$ cat src/rtl/sampler.sv
// sampler: divider-paced channel sampler with per-byte group masking and a test-pattern source.
// Define SAMPLER_SYNC_EN to insert a 2-flop synchronizer on chls_i (adds 2 cycles of input latency).
module sampler #(
   parameter int CHLS = 32,
   parameter int WDIV = 24
) (
   input  logic            clk_i,
   input  logic            rst_i,
   input  logic [31:0]     cmd_i,
   input  logic            set_div_i,
   input  logic            set_flags_i,
   input  logic            en_i,
   input  logic [CHLS-1:0] chls_i,
   output logic [CHLS-1:0] smpls_o,
   output logic            stb_o
);

   generate
      if (CHLS < 1 || CHLS > 32) begin : g_chls_err
         $error("sampler: CHLS must be in 1..32");
      end
      if (WDIV < 1 || WDIV > 32) begin : g_wdiv_err
         $error("sampler: WDIV must be in 1..32");
      end
   endgenerate

   logic [WDIV-1:0] r_div;
   logic [WDIV-1:0] r_cnt;
   logic [3:0]      r_grp_dis;
   logic            r_test;
   logic [31:0]     r_tpat;
   logic [CHLS-1:0] r_smpls;
   logic            r_stb;

   logic [CHLS-1:0] w_chls;
   logic [CHLS-1:0] w_keep;
   logic [CHLS-1:0] w_src;
   logic [CHLS-1:0] w_masked;
   logic            w_fire;
   logic            w_unused_ok;

`ifdef SAMPLER_SYNC_EN
   logic [CHLS-1:0] r_sync1;
   logic [CHLS-1:0] r_sync2;

   always_ff @(posedge clk_i or posedge rst_i) begin
      if (rst_i) begin
         r_sync1 <= '0;
         r_sync2 <= '0;
      end else begin
         r_sync1 <= chls_i;
         r_sync2 <= r_sync1;
      end
   end

   assign w_chls = r_sync2;
`else
   assign w_chls = chls_i;
`endif

   // Channel bit gi belongs to group gi/8; a set disable bit zeroes the whole byte.
   generate
      for (genvar gi = 0; gi < CHLS; gi++) begin : g_keep
         assign w_keep[gi] = ~r_grp_dis[gi/8];
      end
   endgenerate

   assign w_src    = r_test ? r_tpat[CHLS-1:0] : w_chls;
   assign w_masked = w_src & w_keep;
   assign w_fire   = en_i && !set_div_i && (r_cnt == '0);

   always_ff @(posedge clk_i or posedge rst_i) begin
      if (rst_i) begin
         r_div     <= '0;
         r_cnt     <= '0;
         r_grp_dis <= 4'b0;
         r_test    <= 1'b0;
         r_tpat    <= '0;
         r_smpls   <= '0;
         r_stb     <= 1'b0;
      end else begin
         if (set_flags_i) begin
            r_grp_dis <= cmd_i[5:2];
            r_test    <= cmd_i[10];
         end

         if (set_div_i) begin
            r_div <= cmd_i[WDIV-1:0];
            r_cnt <= cmd_i[WDIV-1:0];
            r_stb <= 1'b0;
         end else if (!en_i) begin
            r_cnt <= r_div;
            r_stb <= 1'b0;
         end else if (w_fire) begin
            r_cnt   <= r_div;
            r_stb   <= 1'b1;
            r_smpls <= w_masked;
         end else begin
            r_cnt <= r_cnt - WDIV'(1);
            r_stb <= 1'b0;
         end

         // Entering test mode restarts the pattern so the first test sample is 0.
         if (set_flags_i && cmd_i[10] && !r_test)
            r_tpat <= '0;
         else if (w_fire && r_test)
            r_tpat <= r_tpat + 32'd1;
      end
   end

   assign smpls_o = r_smpls;
   assign stb_o   = r_stb;

   assign w_unused_ok = ^{cmd_i, r_grp_dis, r_tpat};

endmodule
$ cat config.mk
export PLATFORM = sky130hd
export DESIGN_NAME = sampler
export DESIGN_NICKNAME = d
export VERILOG_FILES = /design/src/rtl/sampler.sv
export SDC_FILE = /design/constraint.sdc
export NUM_CORES = 1
export LEC_CHECK = 0
export CAP_MARGIN = 20
export CORE_MARGIN = 3
export CORE_UTILIZATION = 40
export CTS_BUF_LIST = sky130_fd_sc_hd__clkbuf_8
export CTS_CLUSTER_DIAMETER = 60
export CTS_CLUSTER_SIZE = 20
export DETAILED_ROUTE_END_ITERATION = 10
export PLACE_DENSITY = 0.69
export SYNTH_ARGS = -nofsm -noshare
export SYNTH_HDL_FRONTEND = slang
export SYNTH_SLANG_ARGS = --single-unit
$ cat constraint.sdc
create_clock -name clk_i -period 4.4 [get_ports clk_i]
set_clock_uncertainty 0.2 [all_clocks]
set_input_delay 1.1 -clock clk_i [delete_from_list [all_inputs] [get_ports clk_i]]
set_output_delay 1.1 -clock clk_i [all_outputs]
set_load 0.1 [all_outputs]
; ---- Yosys cells after proc, flatten, opt, wreduce, memory -nomap -nowiden
; Index checks and enable logic that the tools add are counted.
[classes]
n_addsub = 2
n_mux = 9
bitwise_logic = 6
reduce_logical = 10
[op_table]
columns = operator, count
row1 = 32-bit 2-to-1 mux, 3
row2 = 24-bit 2-to-1 mux, 3
row3 = 32-bit by 1-bit adder with 32-bit output (second input constant), 1
row4 = 32-bit bitwise AND, 1
row5 = 24-bit logical NOT, 1
row6 = 24-bit by 1-bit subtractor with 24-bit output (second input constant), 1
row7 = 1-bit logical AND, 5
row8 = 1-bit inverter, 5
row9 = 1-bit 2-to-1 mux, 3
row10 = 3-bit AND reduction, 1
row11 = 1-bit logical NOT, 2
row12 = 2-bit nonzero test, 1
[totals]
regBits = 118
inputBits = 69
word_cells = 34

; ---- Depth between registers and ports, before layout
; Gate-level depths: netlist of run 1.
[depth]
word_depth = 6
ltp_mapped = 9
ltp_nobuf = 7

; ---- Worst setup path before layout of run 1
; OpenSTA, ideal clock, no wires.
[synth_timing]
path_kind = input to register
from = input set_div_i
to = register r_cnt[11]
setup_time_ns = 0.133
arrival_ns = 2.765
required_time_ns = 4.067
path_slack_ns = 1.302
stages = 8
path_cell_list = clkbuf_1 nor4b_1 and4b_1 a21boi_0 clkbuf_1 clkbuf_1 mux2i_1 o21ai_0
[synth_between]
elab_chain_cells = 6
[synth_lines]
columns = item, line
row1 = from (decl), 10  ; input logic set_div_i,
row2 = 1-bit logical NOT, 70  ; assign w_fire = en_i && !set_div_i && (r_cnt == '0);
row3 = 1-bit logical AND (2 in a row), 70
row4 = 24-bit 2-to-1 mux, 94  ; end else if (w_fire) begin
row5 = 24-bit 2-to-1 mux, 91  ; end else if (!en_i) begin
row6 = 24-bit 2-to-1 mux (*), 87  ; if (set_div_i) begin
row7 = to (signal assigned), 89  ; r_cnt <= cmd_i[WDIV-1:0];
row8 = to (signal assigned), 92  ; r_cnt <= r_div;
row9 = to (signal assigned), 95  ; r_cnt <= r_div;
row10 = to (decl), 28  ; logic [WDIV-1:0] r_cnt;
; Mark *: on every way between the ends. The rest lies on a longest branch, timed or not.
; A chain may end at the register's enable or synchronous reset.

; ---- Worst setup path in the final report of run 1
[layout_timing]
from = register r_smpls[0], in the netlist smpls_o[0]
to = output smpls_o[0]
[layout_rtl]
columns = item, line
row1 = from (decl), 32  ; logic [CHLS-1:0] r_smpls;
row2 = from (signal assigned), 97  ; r_smpls <= w_masked;
row3 = to (decl), 14  ; output logic [CHLS-1:0] smpls_o,
; No word-level cell between the ends.

==> impl_metrics.yaml, run 1 <==
worst_hold_path:
  worstHoldPathCells: 1
  hp-class: "register to register"
route:
  vias: 4762
  avgRoutedWirePerCell_um: 16.0
  wl_mm: 13.8
  drc: 0
  drt.antenna.violating_nets: 0
  drt-initial-drc-count: 306
  firstDrtPassIters: 5
  vias_per_cell: 5.49
global_routing:
  grt_pass1_vias: 4848
  grt_pass1_wl_mm: 23.5
  track_usage_pct: 17.9
  antenna_found_initial: 0
  grt_busiest_layer: "met2"
  globalRouteMet3Util_pct: 4.31
  overflow: 0
  grt_max_degree: 71
  grtUsageMet2_pct: 27.5
  use_met1_pct: 24.2
die:
  initial_core_util_pct: 41.6
  ios: 102
  dieHeight_um: 127
  core_area_um2: 14100
  die_w_um: 127
  dieArea_um2: 16200
  rows: 43
synthesis:
  synthArstFlopShare_pct: 100
  ys_seq_area_share_pct: 50.2
  ys.flop_type: "dfrtp_1"
  ys_ff_latch: 118
  yosysWarnings: 0
  synth_edf_count: 0
  syn_inst: 588
  synth_area_per_cell_um2: 10.0
  synth_fp_nets: 660
  synth.distinct_cells: 40
  syn_area_um2: 5880
cts:
  cts_hold_buf: 0
  clockBufferDepth: 2
  htreeDepth: 4
  cts_setup_buffers: 0
  root_buffer: "clkbuf_8"
  tritoncts: "yes"
  cts_made_buffers: 17
  clock_latency_ns: 0.43
  clk_pin_slew_worst_paths_ns: 0.07
  clock-sinks: 118
  cts_resized: 0
critical_path:
  critical_path_class: "register to primary output"
  cpLargestDelayFamily: "buffers and inverters"
  start_kind: "register"
  slowest_stage: "clkdlybuf4s50_1"
  cp-end-kind: "primary output"
  r2r_cells: 5
  cpPeakStageDelay_ns: 1.16
  cp_num_cells: 1
  required_ns: 3.10
  cp_max_fo: 2
  cp.buffers_inverters: 1
  critical_path_arrival_ns: 1.96
  path_cells: "clkdlybuf4s50_1"
power:
  p_leak_nw: 3.44
  total_power_mw: 2.39
  combPwrFrac_pct: 10.1
  p_int_mw: 1.79
  peakVddDrop_mv: 0.161
  pwr-share-clk_pct: 40.0
  p_sw_share_pct: 25.0
  p_per_area_nw_per_um2: 324
  power_frac_seq_pct: 49.9
  p_switching_mw: 0.599
sta:
  whs_ns: 0.273
  slew_headroom_pct: 31.3
  tns_ns: 0
  maxSlewViolCount: 0
  rsz0062_at_grt: "false"
  max_freq_mhz: 307
  worstMarginPinSlew_ns: 1.03
  fin_crit_ns: 3.26
  setup_viol: 0
  final_hold_viol_count: 0
  timing.final.crit_share_pct: 74.1
placement:
  post-dp-hpwl_mm: 9.74
  gp_congestion: 0.788
  portBuffers: 93
run:
  cap_violations: 0
finish:
  layout.nets: 746
  area_growth_pct: 25.5
  drive_gt1_share_pct: 7.71
  antenna_cells: 0
run_status:
  status: "finished, final reports clean"
## power by group through the flow
stage	combinational [mW]	clock, mW	sequential, mW
floorplan	0.172	0	1.18
global placement	0.239	0	1.21
detailed placement	0.245	0	1.21
CTS	0.247	0.981	1.19
global route	0.273	1.02	1.20
finish	0.243	0.956	1.19
## cells in the final DEF (no fill, tap or decap), drive strengths merged, types with 13 or more instances in the layout
| cell | count |
|---|---|
| mux2i | 63 |
| nand2 | 71 |
| nand2b | 18 |
| clkdlybuf4s50 | 93 |
| o21ai | 29 |
| xor2 | 14 |
| nor3 | 48 |
| inv | 21 |
| clkbuf | 20 |
| o221ai | 13 |
| nor2 | 17 |
| nand4 | 16 |
| a21o | 33 |
| dfrtp | 118 |
| nand3 | 21 |
## worst paths after layout
check	from	end	slack, ns
max	smpls_o[0]	smpls_o[0]	1.14
min	smpls_o[7]	smpls_o[7]	0.27
max reg2reg	r_cnt[5]	r_cnt[12]	1.16
min reg2reg	smpls_o[7]	smpls_o[7]	0.27
max in group asynchronous	rst_i	smpls_o[23]	2.29
min in group asynchronous	rst_i	smpls_o[4]	1.02
## Yosys cell counts, types with 2 or more instances
cell | n | area share, %
o31ai_1 | 2 | 0.26
a21oi_1 | 4 | 0.34
or4_1 | 6 | 0.77
o221ai_1 | 13 | 1.9
nor4_1 | 10 | 1.1
inv_1 | 20 | 1.3
xnor2_1 | 5 | 0.74
mux2_2 | 6 | 1.1
and4_1 | 2 | 0.30
buf_2 | 3 | 0.26
nor2_1 | 17 | 1.1
dfrtp_1 | 118 | 50
nor3_1 | 48 | 4.1
nand4_1 | 16 | 1.7
nor4b_1 | 2 | 0.30
mux2i_1 | 63 | 11
and2_1 | 3 | 0.32
o21ai_0 | 29 | 2.5
and3_1 | 6 | 0.64
o21a_1 | 2 | 0.26
or3_1 | 7 | 0.74
clkbuf_1 | 30 | 1.9
nor2b_1 | 3 | 0.32
xor2_1 | 14 | 2.1
a21o_1 | 33 | 4.2
nand2b_1 | 18 | 1.9
buf_1 | 2 | 0.13
nand2_1 | 71 | 4.5
nand3_1 | 21 | 1.8
o211ai_1 | 2 | 0.26
ha_1 | 3 | 0.64
## cells by family (layout without fill, tap and decap cells)
kind of cell               after synthesis  after routing  synth area share, %
muxes                                   69             69                 11.9
xor gates and xnor gates                19             19                 2.83
buffers and inverters                   55            154                 3.57
adders and majority gates                3              3                0.638
AOI/OAI and AO/OA                       89             89                 10.3
and+or+nand+nor                        235            235                 20.5
DFF                                    118            118                 50.2
## final cells by class
cell class                      count  area, um2
Fill cell                        1255       6770
Sequential cell                   118       2950
Tap cell                          180        225
Inverter                           20       78.8
Clock buffer                       20        275
Multi-Input combinational cell    415       2730
Timing Repair Buffer              102       1010
Clock inverter                     12        110
## through the flow
stage	instance area (um2)	worst slack [ns]	instances	util [%]
after floorplan	5890	1.30	588	-
after global placement	7000	0.812	835	49.4
after detailed placement	7000	0.774	835	49.4
after CTS	7380	1.09	867	52.2
after global routing	7380	0.976	867	52.2
final	7380	1.14	867	52.2
## routing by layer
metal / part of all wire (%) / wire length (um)
met4: 2.0 / 280
met1: 46 / 6310
met3: 4.7 / 645
met2: 48 / 6600
met5: 0 / 0
## flip-flops by register name, summed over array words and instances, names as in the netlist
name       count
r_div         24
r_test         1
r_grp_dis      4
r_tpat        32
smpls_o       32
stb_o          1
r_cnt         24
No activity file was read; power rests on OpenSTA's default activity.
==> inputs of run 2 (changes only) <==
--- a/config.mk
+++ b/config.mk
@@ -12,7 +12,7 @@
 export CTS_CLUSTER_DIAMETER = 60
 export CTS_CLUSTER_SIZE = 20
 export DETAILED_ROUTE_END_ITERATION = 10
-export PLACE_DENSITY = 0.69
+export PLACE_DENSITY = 0.66
 export SYNTH_ARGS = -nofsm -noshare
 export SYNTH_HDL_FRONTEND = slang
 export SYNTH_SLANG_ARGS = --single-unit
==> constraint.sdc (replaced) <==
create_clock -name clk_i -period 3.1 [get_ports clk_i]
set_clock_uncertainty 0.2 [all_clocks]
set_input_delay 0.775 -clock clk_i [delete_from_list [all_inputs] [get_ports clk_i]]
set_output_delay 0.775 -clock clk_i [all_outputs]
set_load 0.1 [all_outputs]
==> run 2 against run 1 <==
  * Via count fell by 0.84%
  * Sequential share of layout area barely moved
  * Register-to-register slack got worse by 0.92 ns
  * Critical path depth rose by 4
  * Largest power group unchanged
  * Highest routed layer unchanged
==> impl_metrics.yaml, run 2 (same netlist as run 1, synthesis figures left out) <==
critical_path:
  r2r_cells: 5
  startpoint: "r_cnt[6]"
  critical_path_class: "register to register"
  cp_max_fo: 6
  slowest_stage: "or4_1"
  cp-end-kind: "register"
  path_cells: "or4_1 > or4_1 > nor4_2 > mux2_2 > a21o_1"
  ff2ff_setup_slack_ns: 0.24
  r2r_start: "r_cnt[6]"
  worstSetupEndpoint: "r_tpat[14]"
  worstReg2RegEnd: "r_tpat[14]"
  cpMostUsedCell: "or4_1"
  start_kind: "register"
  required_ns: 3.22
  cpPeakStageDelay_ns: 0.63
  critical_path_arrival_ns: 2.98
finish:
  antenna_cells: 0
  nFillCells: 1285
  regArea_um2: 2950
  final_area_um2: 7380
  drive_gt1_share_pct: 13.6
  final_util_pct: 52.1
  area_growth_pct: 25.4
  multiInputGateArea_um2: 2730
  layout.nets: 760
  most-common-layout-cells: "dfrtp_1 (117), nand2_1 (71), mux2i_1 (63)"
  final_common_cell: "dfrtp_1"
power:
  total_power_mw: 3.26
  p_per_area_nw_per_um2: 442
  p_leak_nw: 3.58
  peakVddDrop_mv: 0.228
cts:
  cts_hold_buf: 0
  cts_made_buffers: 17
  clk_pin_slew_worst_paths_ns: 0.07
  htreeDepth: 4
  clock_latency_ns: 0.43
  root_buffer: "clkbuf_8"
  cts_resized: 0
  clock-sinks: 118
  clockBufferDepth: 2
  cts_setup_buffers: 0
  tritoncts: "yes"
route:
  vias_per_cell: 5.36
  firstDrtPassIters: 4
  drt-initial-drc-count: 310
  avgRoutedWirePerCell_um: 15.8
  drt.antenna.violating_nets: 0
  vias: 4722
  wl_mm: 14.0
  drc: 0
sta:
  max_freq_mhz: 350
  slew_headroom_pct: 58.2
  maxSlewViolCount: 0
  worstMarginPinSlew_ns: 0.622
  timing.final.crit_share_pct: 92.2
  rsz0062_at_grt: "false"
  setup_ws_ns: 0.243
  final_hold_viol_count: 0
  tns_ns: 0
  setup_viol: 0
  fin_crit_ns: 2.86
global_routing:
  track_usage_pct: 17.9
  grt_max_degree: 87
  antenna_found_initial: 0
  overflow: 0
  grt_pass1_vias: 4731
  grt_pass1_wl_mm: 23.7
die:
  initial_core_util_pct: 41.6
  core_area_um2: 14100
  dieArea_um2: 16200
  ios: 102
  rows: 43
  dieHeight_um: 127
  die_w_um: 127
placement:
  portBuffers: 93
  post-dp-hpwl_mm: 9.92
  pre_cts_slack_ns: 0.126
  gp_congestion: 0.801
  placed_area_um2: 7030
worst_hold_path:
  min_from: "smpls_o[12]"
  hp-class: "register to register"
run_status:
  status: "finished, final reports clean"
run:
  cap_violations: 0
==> run 2: cell count changes in the layout (fill, tap and decap cells not counted) <==
cell             change
clkinvlp_4           -1
clkdlybuf4s50_1     -33
clkbuf_8             +2
buf_12               +1
buf_4               +46
clkinv_2             -4
inv_1                +5
bufinv_16            -2
==> run 2: worst min path at each step <==
stage | end | slack (ns) | cells past startpoint
floorplan | r_tpat[31] | 0.25 | 1
global placement | smpls_o[9] | 0.26 | 1
detailed placement | smpls_o[23] | 0.27 | 1
CTS | smpls_o[16] | 0.28 | 1
global route | smpls_o[16] | 0.30 | 1
finish | smpls_o[12] | 0.28 | 1
==> run 2: per-layer routing <==
| layer | share of wire [%] | up-vias | wire [um] | GRT usage, % |
|---|---|---|---|---|
| met5 | 0 | - | 0 | 0 |
| met1 | 47 | 2309 | 6610 | 25.2 |
| met4 | 1.8 | 0 | 246 | 6.25 |
| met3 | 4.1 | 18 | 577 | 4.14 |
| met2 | 47 | 82 | 6520 | 27.1 |
| li1 | - | 2313 | - | - |
==> run 2: layout make-up <==
cell class | count | share of cell area, %
tap | 180 | 3.05
inverter | 20 | 1.07
timing repair buffer | 116 | 14.2
sequential | 118 | 40.1
clock buffer | 22 | 4.11
multi-input combinational | 415 | 37.0
clock inverter | 10 | 0.560
==> run 2: per-stage QoR <==
step / instances / hold slack, ns
after floorplan: 588 / 0.248
after global placement: 849 / 0.263
after detailed placement: 849 / 0.266
after CTS: 881 / 0.283
after global routing: 881 / 0.296
final: 881 / 0.278
==> run 2: critical path, delay by kind of cell (launching register included) <==
kind             cells  cell delay, ns
flip-flops           1            0.39
AND/OR/NAND/NOR      3            1.61
AO/OA/AOI/OAI        1            0.18
multiplexers         1            0.37
==> run 2: power breakdown <==
group | switching [mW] | leakage [nW] | internal, mW
clock | 0.575 | 0.207 | 0.635
sequential | 0.0743 | 1.55 | 1.61
combinational | 0.183 | 1.82 | 0.188
==> inputs of run 3 (changes only) <==
--- a/config.mk
+++ b/config.mk
@@ -12,7 +12,8 @@
 export CTS_CLUSTER_DIAMETER = 60
 export CTS_CLUSTER_SIZE = 20
 export DETAILED_ROUTE_END_ITERATION = 10
-export PLACE_DENSITY = 0.66
+export DONT_BUFFER_PORTS = 1
+export PLACE_DENSITY = 0.57
 export SYNTH_ARGS = -nofsm -noshare
 export SYNTH_HDL_FRONTEND = slang
 export SYNTH_SLANG_ARGS = --single-unit
==> run 3 against run 2 <==
  * Design area fell by 11%
  * Combinational power fell by 25%
  * Register-to-register slack barely moved
  * Worst setup slack got worse by 0.0065 ns
  * Total power rose by 7.1%
  * Via count fell by 8.1%
  * Highest routed layer unchanged
==> impl_metrics.yaml, run 3 (same netlist as run 1, synthesis figures left out) <==
finish:
  final_area_um2: 6600
  antenna_cells: 0
  layout.nets: 664
  drive_gt1_share_pct: 10.6
  final_common_cell: "dfrtp_1"
  area_growth_pct: 12.2
  most-common-layout-cells: "dfrtp_1 (117), nand2_1 (71), mux2i_1 (63)"
route:
  avgRoutedWirePerCell_um: 17.2
  dr_wl_met2_mm: 6.17
  drc: 0
  wl_met3_um: 754
  highest_layer: "met4"
  vias: 4340
  wl_mm: 13.5
  drt.antenna.violating_nets: 0
  met1_length_mm: 6.39
  firstDrtPassIters: 6
  drt-initial-drc-count: 224
  vias_per_cell: 5.53
critical_path:
  path_cells: "or4_1 > or4_1 > nor4_2 > mux2_2 > a21o_1"
  ff2ff_setup_slack_ns: 0.24
  cp-end-kind: "register"
  r2r_start: "r_cnt[5]"
  required_ns: 3.24
  start_kind: "register"
  cpLargestDelayFamily: "simple AND/OR/NAND/NOR gates"
  critical_path_arrival_ns: 3.00
  worstReg2RegEnd: "r_tpat[14]"
  critical_path_class: "register to register"
  r2r_cells: 5
  cp_max_fo: 6
  cpMostUsedCell: "or4_1"
  slowest_stage: "or4_1"
  cp.buffers_inverters: 0
  cpPeakStageDelay_ns: 0.63
placement:
  post-dp-hpwl_mm: 9.54
  placed_area_um2: 6160
  portBuffers: 0
  gp_congestion: 0.803
sta:
  tns_ns: 0
  fin_crit_ns: 2.86
  final_hold_viol_count: 0
  timing.final.crit_share_pct: 92.4
  maxSlewViolCount: 0
  rsz0062_at_grt: "false"
  worstMarginPinSlew_ns: 0.938
  slew_headroom_pct: 37.5
  max_freq_mhz: 349
  setup_viol: 0
power:
  p_switching_mw: 0.847
  combPwrFrac_pct: 7.9
  power_frac_seq_pct: 48.1
  p_int_mw: 2.65
  p_sw_share_pct: 24.2
  pwr-share-clk_pct: 44.0
  peakVddDrop_mv: 0.213
  p_leak_nw: 3.16
  p_per_area_nw_per_um2: 529
cts:
  cts_setup_buffers: 0
  clock-sinks: 118
  cts_hold_buf: 0
  htreeDepth: 4
  clock_latency_ns: 0.44
  clk_pin_slew_worst_paths_ns: 0.07
  cts_made_buffers: 17
  cts_resized: 0
  clockBufferDepth: 2
  root_buffer: "clkbuf_8"
  tritoncts: "yes"
die:
  ios: 102
  initial_core_util_pct: 41.6
  die_w_um: 127
  dieHeight_um: 127
  dieArea_um2: 16200
  core_area_um2: 14100
  rows: 43
global_routing:
  grt_pass1_vias: 4423
  grt_max_degree: 65
  overflow: 0
  antenna_found_initial: 0
  grt_pass1_wl_mm: 22.7
  track_usage_pct: 17.7
run:
  cap_violations: 0
worst_hold_path:
  hp-class: "input port to asynchronous set/reset pin"
run_status:
  status: "finished, final reports clean"
run 3: cell count changes in the layout (fill, tap and decap cells not counted), sizes merged:
cell,previous run,this run
clkdlybuf4s50,60,0
buf,56,20
inv,26,21
bufinv,0,3
clkinvlp,1,3
clkbuf,22,23
clkinv,3,2
run 3: power groups by stage:
stage          combinational [mW]  sequential [mW]  clock, mW
2_1_floorplan               0.244             1.67          0
3_3_place_gp                0.276             1.71          0
3_5_place_dp                0.281             1.71          0
4_1_cts                     0.283             1.68       1.58
5_1_grt                     0.317             1.69       1.65
6_report                    0.277             1.68       1.54
run 3: worst max-delay path by stage:
| stage | startpoint | endpoint | slack [ns] | cells after the start |
|---|---|---|---|---|
| 6_report | r_cnt[5] | r_tpat[14] | 0.24 | 5 |
| 5_1_grt | r_cnt[5] | r_tpat[9] | 0.14 | 7 |
| 3_5_place_dp | r_cnt[5] | r_tpat[14] | 0.23 | 5 |
| 2_1_floorplan | r_cnt[6] | r_tpat[14] | 0.27 | 7 |
| 4_1_cts | r_cnt[5] | r_tpat[14] | 0.23 | 5 |
| 3_3_place_gp | r_cnt[6] | r_tpat[14] | 0.26 | 5 |
run 3: layout make-up:
class	count	area [um2]
Sequential cell	118	2950
Multi-Input combinational cell	415	2730
Timing Repair Buffer	20	175
Clock buffer	23	317
Inverter	20	78.8
Tap cell	180	225
Fill cell	1334	7550
Clock inverter	9	123
run 3: metal layers:
layer	vias up	GRT usage [%]
met5	-	0
met4	0	5.62
met3	14	6.69
met2	88	26.4
met1	2123	24.0
li1	2115	-
run 3: stage by stage:
stage          util, %  hold slack (ns)  instances  setup WS (ns)  power [mW]
2_1_floorplan        -            0.248        588          0.273        1.92
3_3_place_gp      43.5            0.267        753          0.260        1.98
3_5_place_dp      43.5            0.273        753          0.229        1.99
4_1_cts           46.6            0.174        785          0.228        3.54
5_1_grt           46.6            0.176        785          0.140        3.66
6_report          46.6            0.170        785          0.236        3.49
